==> src/rtl/clkdiv_pkg.sv <==
// Shared constants and divisor clamp for the clock divider bank.
// Divisors are full periods in 100 MHz system clock cycles.
package clkdiv_pkg;

  localparam int CLK_HZ    = 100_000_000;
  localparam int DIV_1HZ   = 100_000_000;
  localparam int DIV_10HZ  = 10_000_000;
  localparam int DIV_100HZ = 1_000_000;
  localparam int DIV_2KHZ  = 50_000;
  localparam int DIV_MIN   = 2;

  // Works on a 32-bit container; callers cast to and from their own CNT_W.
  function automatic logic [31:0] clamp_div(input logic [31:0] d);
    return (d < 32'(DIV_MIN)) ? 32'(DIV_MIN) : d;
  endfunction

endpackage

==> src/rtl/clock_divider_bank_if.sv <==
// Control and output bundle for clock_divider_bank.
// cfg_we_i acts as a valid with no ready: a write is always accepted on the edge where it is high.
interface clock_divider_bank_if #(
  parameter int NUM_CH = 4,
  parameter int CNT_W  = 27
);
  localparam int CH_W = (NUM_CH > 1) ? $clog2(NUM_CH) : 1;

  logic [NUM_CH-1:0] en_i;
  logic              sync_i;
  logic              cfg_we_i;
  logic [CH_W-1:0]   cfg_ch_i;
  logic [CNT_W-1:0]  cfg_div_i;
  logic [NUM_CH-1:0] tick_o;
  logic [NUM_CH-1:0] sq_o;
  logic [NUM_CH-1:0] pending_o;

  modport master (
    output en_i, sync_i, cfg_we_i, cfg_ch_i, cfg_div_i,
    input  tick_o, sq_o, pending_o
  );

  modport slave (
    input  en_i, sync_i, cfg_we_i, cfg_ch_i, cfg_div_i,
    output tick_o, sq_o, pending_o
  );
endinterface

==> src/rtl/clock_divider_ch.sv <==
// One divider channel: period counter, active/shadow divisor, tick and square outputs.
// A new divisor is staged in shadow and only promoted at a wrap or a sync.
module clock_divider_ch
  import clkdiv_pkg::*;
#(
  parameter int               CNT_W    = 27,
  parameter logic [CNT_W-1:0] DIV_INIT = CNT_W'(DIV_MIN)
) (
  input  logic             clk,
  input  logic             rst,
  input  logic             en,
  input  logic             sync,
  input  logic             we,
  input  logic [CNT_W-1:0] div,
  output logic             tick,
  output logic             sq,
  output logic             pending
);

  localparam logic [CNT_W-1:0] INIT_C = CNT_W'(clamp_div(32'(DIV_INIT)));

  logic [CNT_W-1:0] cnt;
  logic [CNT_W-1:0] active;
  logic [CNT_W-1:0] shadow;
  logic [CNT_W-1:0] div_c;
  logic [CNT_W:0]   cnt_inc;
  logic             wrap;

  assign div_c   = CNT_W'(clamp_div(32'(div)));
  assign cnt_inc = {1'b0, cnt} + (CNT_W+1)'(1);
  assign wrap    = (cnt == active - CNT_W'(1));

  always_ff @(posedge clk or posedge rst) begin
    if (rst) begin
      cnt     <= '0;
      active  <= INIT_C;
      shadow  <= INIT_C;
      pending <= 1'b0;
      tick    <= 1'b0;
      sq      <= 1'b0;
    end else begin
      if (we) shadow <= div_c;
      if (sync) begin
        // Same-cycle write bypasses the shadow so the restart uses it at once.
        cnt     <= '0;
        tick    <= 1'b0;
        sq      <= 1'b1;
        pending <= 1'b0;
        if (we)           active <= div_c;
        else if (pending) active <= shadow;
      end else begin
        if (en) begin
          if (wrap) begin
            cnt  <= '0;
            tick <= 1'b1;
            sq   <= 1'b1;
            if (pending) active <= shadow;
          end else begin
            cnt  <= cnt_inc[CNT_W-1:0];
            tick <= 1'b0;
            sq   <= (cnt_inc < {1'b0, active[CNT_W-1:1]});
          end
        end else begin
          tick <= 1'b0;
        end
        // A write on the wrap edge stays pending for the following wrap.
        if (we)               pending <= 1'b1;
        else if (en && wrap)  pending <= 1'b0;
      end
    end
  end

endmodule

==> src/rtl/clock_divider_bank.sv <==
// Bank of NUM_CH independent clock dividers sharing one config write port and a global sync.
// Holds only the write decode and per-channel fan-out.
module clock_divider_bank
  import clkdiv_pkg::*;
#(
  parameter int                      NUM_CH   = 4,
  parameter int                      CNT_W    = 27,
  parameter logic [NUM_CH*CNT_W-1:0] DIV_INIT = {CNT_W'(DIV_2KHZ), CNT_W'(DIV_100HZ),
                                                 CNT_W'(DIV_10HZ), CNT_W'(DIV_1HZ)}
) (
  input  logic                 clk,
  input  logic                 rst,
  clock_divider_bank_if.slave  bus
);

  localparam int CH_W = (NUM_CH > 1) ? $clog2(NUM_CH) : 1;

  logic [NUM_CH-1:0] we_c;
  logic [NUM_CH-1:0] tick_w;
  logic [NUM_CH-1:0] sq_w;
  logic [NUM_CH-1:0] pending_w;

  for (genvar c = 0; c < NUM_CH; c++) begin : g_ch
    // Channel numbers at or above NUM_CH never match and are dropped.
    assign we_c[c] = bus.cfg_we_i && (bus.cfg_ch_i == CH_W'(c));

    clock_divider_ch #(
      .CNT_W    (CNT_W),
      .DIV_INIT (DIV_INIT[c*CNT_W +: CNT_W])
    ) u_ch (
      .clk     (clk),
      .rst     (rst),
      .en      (bus.en_i[c]),
      .sync    (bus.sync_i),
      .we      (we_c[c]),
      .div     (bus.cfg_div_i),
      .tick    (tick_w[c]),
      .sq      (sq_w[c]),
      .pending (pending_w[c])
    );
  end

  assign bus.tick_o    = tick_w;
  assign bus.sq_o      = sq_w;
  assign bus.pending_o = pending_w;

endmodule

==> src/flat_wrapper.sv <==
// flat-port wrapper written by rule: the top's interface ports become plain ports
module clock_divider_bank_flat import clkdiv_pkg::*;
#(
  parameter int                      NUM_CH   = 4,
  parameter int                      CNT_W    = 27,
  parameter logic [NUM_CH*CNT_W-1:0] DIV_INIT = {CNT_W'(DIV_2KHZ), CNT_W'(DIV_100HZ),
                                                 CNT_W'(DIV_10HZ), CNT_W'(DIV_1HZ)}
)
  (clk, rst, bus_en_i, bus_sync_i, bus_cfg_we_i, bus_cfg_ch_i, bus_cfg_div_i, bus_tick_o, bus_sq_o, bus_pending_o);
  clock_divider_bank_if #(.NUM_CH(NUM_CH), .CNT_W(CNT_W)) bus_i ();
  input  logic clk;
  input  logic rst;
  input wire logic [$bits(bus_i.en_i)-1:0] bus_en_i;
  input wire logic [$bits(bus_i.sync_i)-1:0] bus_sync_i;
  input wire logic [$bits(bus_i.cfg_we_i)-1:0] bus_cfg_we_i;
  input wire logic [$bits(bus_i.cfg_ch_i)-1:0] bus_cfg_ch_i;
  input wire logic [$bits(bus_i.cfg_div_i)-1:0] bus_cfg_div_i;
  output wire logic [$bits(bus_i.tick_o)-1:0] bus_tick_o;
  output wire logic [$bits(bus_i.sq_o)-1:0] bus_sq_o;
  output wire logic [$bits(bus_i.pending_o)-1:0] bus_pending_o;
  assign bus_i.en_i = bus_en_i;
  assign bus_i.sync_i = bus_sync_i;
  assign bus_i.cfg_we_i = bus_cfg_we_i;
  assign bus_i.cfg_ch_i = bus_cfg_ch_i;
  assign bus_i.cfg_div_i = bus_cfg_div_i;
  assign bus_tick_o = bus_i.tick_o;
  assign bus_sq_o = bus_i.sq_o;
  assign bus_pending_o = bus_i.pending_o;
  clock_divider_bank #(.NUM_CH(NUM_CH), .CNT_W(CNT_W), .DIV_INIT(DIV_INIT)) u_core (.clk(clk), .rst(rst), .bus(bus_i));
endmodule
==> config.mk <==
export PLATFORM = sky130hd
export DESIGN_NAME = clock_divider_bank_flat
export DESIGN_NICKNAME = d
export VERILOG_FILES = /design/src/rtl/clkdiv_pkg.sv /design/src/rtl/clock_divider_bank_if.sv /design/src/rtl/clock_divider_ch.sv /design/src/rtl/clock_divider_bank.sv /design/src/flat_wrapper.sv
export SDC_FILE = /design/constraint.sdc
export NUM_CORES = 1
export LEC_CHECK = 0
export BUFFER_PORTS_ARGS = -buffer_cell sky130_fd_sc_hd__buf_4
export CAP_MARGIN = 20
export CORE_AREA = 3 3 242 244
export CTS_BUF_LIST = sky130_fd_sc_hd__clkbuf_8 sky130_fd_sc_hd__clkbuf_16
export DETAILED_ROUTE_END_ITERATION = 7
export DIE_AREA = 0 0 245 247
export PLACE_DENSITY = 0.59
export SYNTH_ARGS = -nofsm -noshare
export SYNTH_HDL_FRONTEND = slang
export SYNTH_HIERARCHICAL = 1
export SYNTH_SLANG_ARGS = --single-unit
==> constraint.sdc <==
create_clock -name clk -period 9 [get_ports clk]
set_clock_uncertainty 0.2 [all_clocks]
set_input_delay 0.9 -clock clk [delete_from_list [all_inputs] [get_ports clk]]
set_output_delay 0.9 -clock clk [all_outputs]
set_load 0.05 [all_outputs]
==> impl_metrics.toml <==
[outcome]
status = "completed"

[clock_network]
cts_setup_buffers = 0
cts.htree.levels = 2
clk_pin_slew_ns = 0.06
cts_resized = 0
root_buffer = "clkbuf_16"
worstSkewPairLatency_ns = 0.56
clock_path_buffers = 3
hold_buffers = 0
cts_tree = "built"
cts_made_buffers = 40
cts_sinks = 336

[die]
io_pins = 49
dieWidth_um = 245
die_height_um = 247
start_util = 0.398
die_area_um2 = 60500
fp-row-count = 87
core_um2 = 56500

[setup_path]
crit_type = "flip-flop to flip-flop"
slowest_stage = "o32ai_4"
cp-end-kind = "flip-flop"
crit_chain = "inv_1 > ha_1 > or3b_2 > or4_1 > a21oi_1 > o211ai_1 > nor4_1 > nand3_2 > o32ai_4 > a221o_1"
critPathBufInv = 1
r2r_start = "u_core/g_ch[3].u_ch/active[0]"
start_kind = "flip-flop"
cp.required_ns = 9.29
critPathMaxFanout = 24
critPathArrivalTime_ns = 4.60
cpLargestDelayFamily = "simple AND/OR/NAND/NOR gates"
slowest_delay_ns = 0.90
startpoint = "u_core/g_ch[3].u_ch/active[0]"

[placed_design]
dp_hpwl_mm = 43.6
routabilityCongestion = 0.894
portBuffers = 48

[yosys]
syn_area_per_cell_um2 = 9.73
async_flop_share = 1.00
yosys_warnings = 6
syn_nets = 2458
syn-cell-area_um2 = 22500
synth-edff-count = 0
ys_ff_latch = 336
synth_ff_type = "dfrtp_1"
ys_types = 78
ys_seq_area_frac = 0.377
synth_cells = 2313

[route]
ant_nets = 0
drc_errors = 0
drt-initial-drc-count = 1531
wl_met2_mm = 29.1
vias = 18300
routed.top_layer = "met4"
met1_length_mm = 28.5
drt_first_pass_iters = 8
wl_mm = 62.6
routedWlPerCell_um = 20.3
dr_wl_met3_mm = 3.53
via_per_inst = 5.94

[timing]
layout_min_cycle_time_ns = 4.31
tns_ns = 0
tightest_slew_ns = 1.04
period_share = 0.479
slew_headroom = 0.306
hold_viol = 0
slew_violations = 0
rsz0062_at_grt = "no"
setup_viol = 0
max_freq_mhz = 232

[job]
max-cap-violations = 0

[layout]
drive_above_1_share = 0.163
syn2layout_area_growth_pct = 11.2
final_cell_mix = "dfrtp_1 (270), inv_1 (133), xnor2_1 (118), and3_1 (114), nand2_1 (111)"
final_common_cell = "dfrtp_1"
nets = 2436

[power_and_ir_drop]
ir_worst_vdd_uv = 126
power_mw = 5.18
power_density_nw_per_um2 = 207
leakagePower_nw = 11.1

[global_routing]
grt_pass1_vias = 18200
antenna_found_initial = 0
grt_max_degree = 85
grt_use_total = 0.205
grt_pass1_wl_mm = 101
grt.overflow.total = 0

[worst_hold_path]
hold_class = "input port to async pin"
-- metrics by stage --
step,area (um^2),hold WS (ns),worst slack [ns],std cells,util
2_1_floorplan,22500,0.271,5.44,2313,-
3_3_place_gp,23300,0.282,4.81,2999,0.413
3_5_place_dp,23300,0.291,4.76,2999,0.413
4_1_cts,24900,0.0299,4.74,3071,0.441
5_1_grt,25000,0.0408,4.43,3077,0.443
6_report,25000,0.0609,4.69,3078,0.443
-- layer usage --
layer | global-route usage | vias to the layer above
met5 | 0 | -
met4 | 0.0603 | 0
met3 | 0.0376 | 108
met2 | 0.333 | 500
met1 | 0.281 | 9083
li1 | - | 8593
-- synth_stat cells, types with 18 or more instances --
cell type | count | share of area
a221o_1 | 94 | 0.042
or3_1 | 29 | 0.0081
nor3_1 | 31 | 0.0069
dfstp_2 | 66 | 0.077
xor2_1 | 90 | 0.035
and3_1 | 114 | 0.032
and4_1 | 24 | 0.0093
or2_2 | 21 | 0.0058
a211oi_1 | 26 | 0.0087
a22o_1 | 81 | 0.032
mux2_2 | 105 | 0.053
dfrtp_1 | 270 | 0.30
xnor2_1 | 118 | 0.046
nand3_1 | 84 | 0.019
nand4_1 | 60 | 0.017
nand2_1 | 111 | 0.019
clkbuf_1 | 99 | 0.017
a21oi_1 | 59 | 0.013
o211ai_1 | 18 | 0.0060
nor4_1 | 58 | 0.016
a21o_1 | 37 | 0.012
buf_2 | 24 | 0.0053
nor2b_1 | 27 | 0.0075
o21ai_0 | 62 | 0.014
nor2_1 | 109 | 0.018
ha_1 | 108 | 0.060
nand2b_1 | 29 | 0.0081
inv_1 | 132 | 0.022
-- worst paths after layout --
path                            slack (ns)                             end  cells after the start
worst max-delay path                  4.69  u_core/g_ch[3].u_ch/active[16]                     10
worst min-delay path                  0.06  u_core/g_ch[2].u_ch/active[10]                      2
max in group asynchronous             7.23          u_core/g_ch[1].u_ch/sq                      3
min in group clk                      0.30  u_core/g_ch[0].u_ch/active[19]                      1
worst max register to register        4.69  u_core/g_ch[3].u_ch/active[16]                     10
worst min register to register        0.30  u_core/g_ch[0].u_ch/active[19]                      1
-- logic make-up (layout without fill, tap and decap cells) --
logic type	after synthesis	in the layout	synth area share
compound gates	488	488	0.168
xor+xnor	208	208	0.0810
fa+ha+maj	108	108	0.0601
buf+inv	267	275	0.0489
flops	336	336	0.377
mux	115	115	0.0570
other cells	0	1	0
simple gates	791	791	0.208
-- registers in the layout (all words and copies together), names as in the netlist --
| signal | flops |
|---|---|
| u_core/g_ch.u_ch/active | 108 |
| u_core/g_ch.u_ch/cnt | 108 |
| u_core/g_ch.u_ch/pending | 4 |
| u_core/g_ch.u_ch/shadow | 108 |
| u_core/g_ch.u_ch/sq | 4 |
| u_core/g_ch.u_ch/tick | 4 |
-- cell type report --
cell class                 count  area (um^2)
clock buffer                  50         1170
sequential                   336         8490
fill                        5355        31500
timing repair buffer          71          603
antenna                        1         2.50
inverter                     132          500
tap                          756          946
clock inverter                22          385
multi-input combinational   1710        12900
-- where the power goes --
part	total, mW	switching, mW	internal (mW)	leakage, nW
clock network	1.92	0.681	1.24	0.783
logic	1.16	0.628	0.532	6.22
registers	2.11	0.329	1.78	4.14
Note: power is estimated with default switching activity, not from simulation.
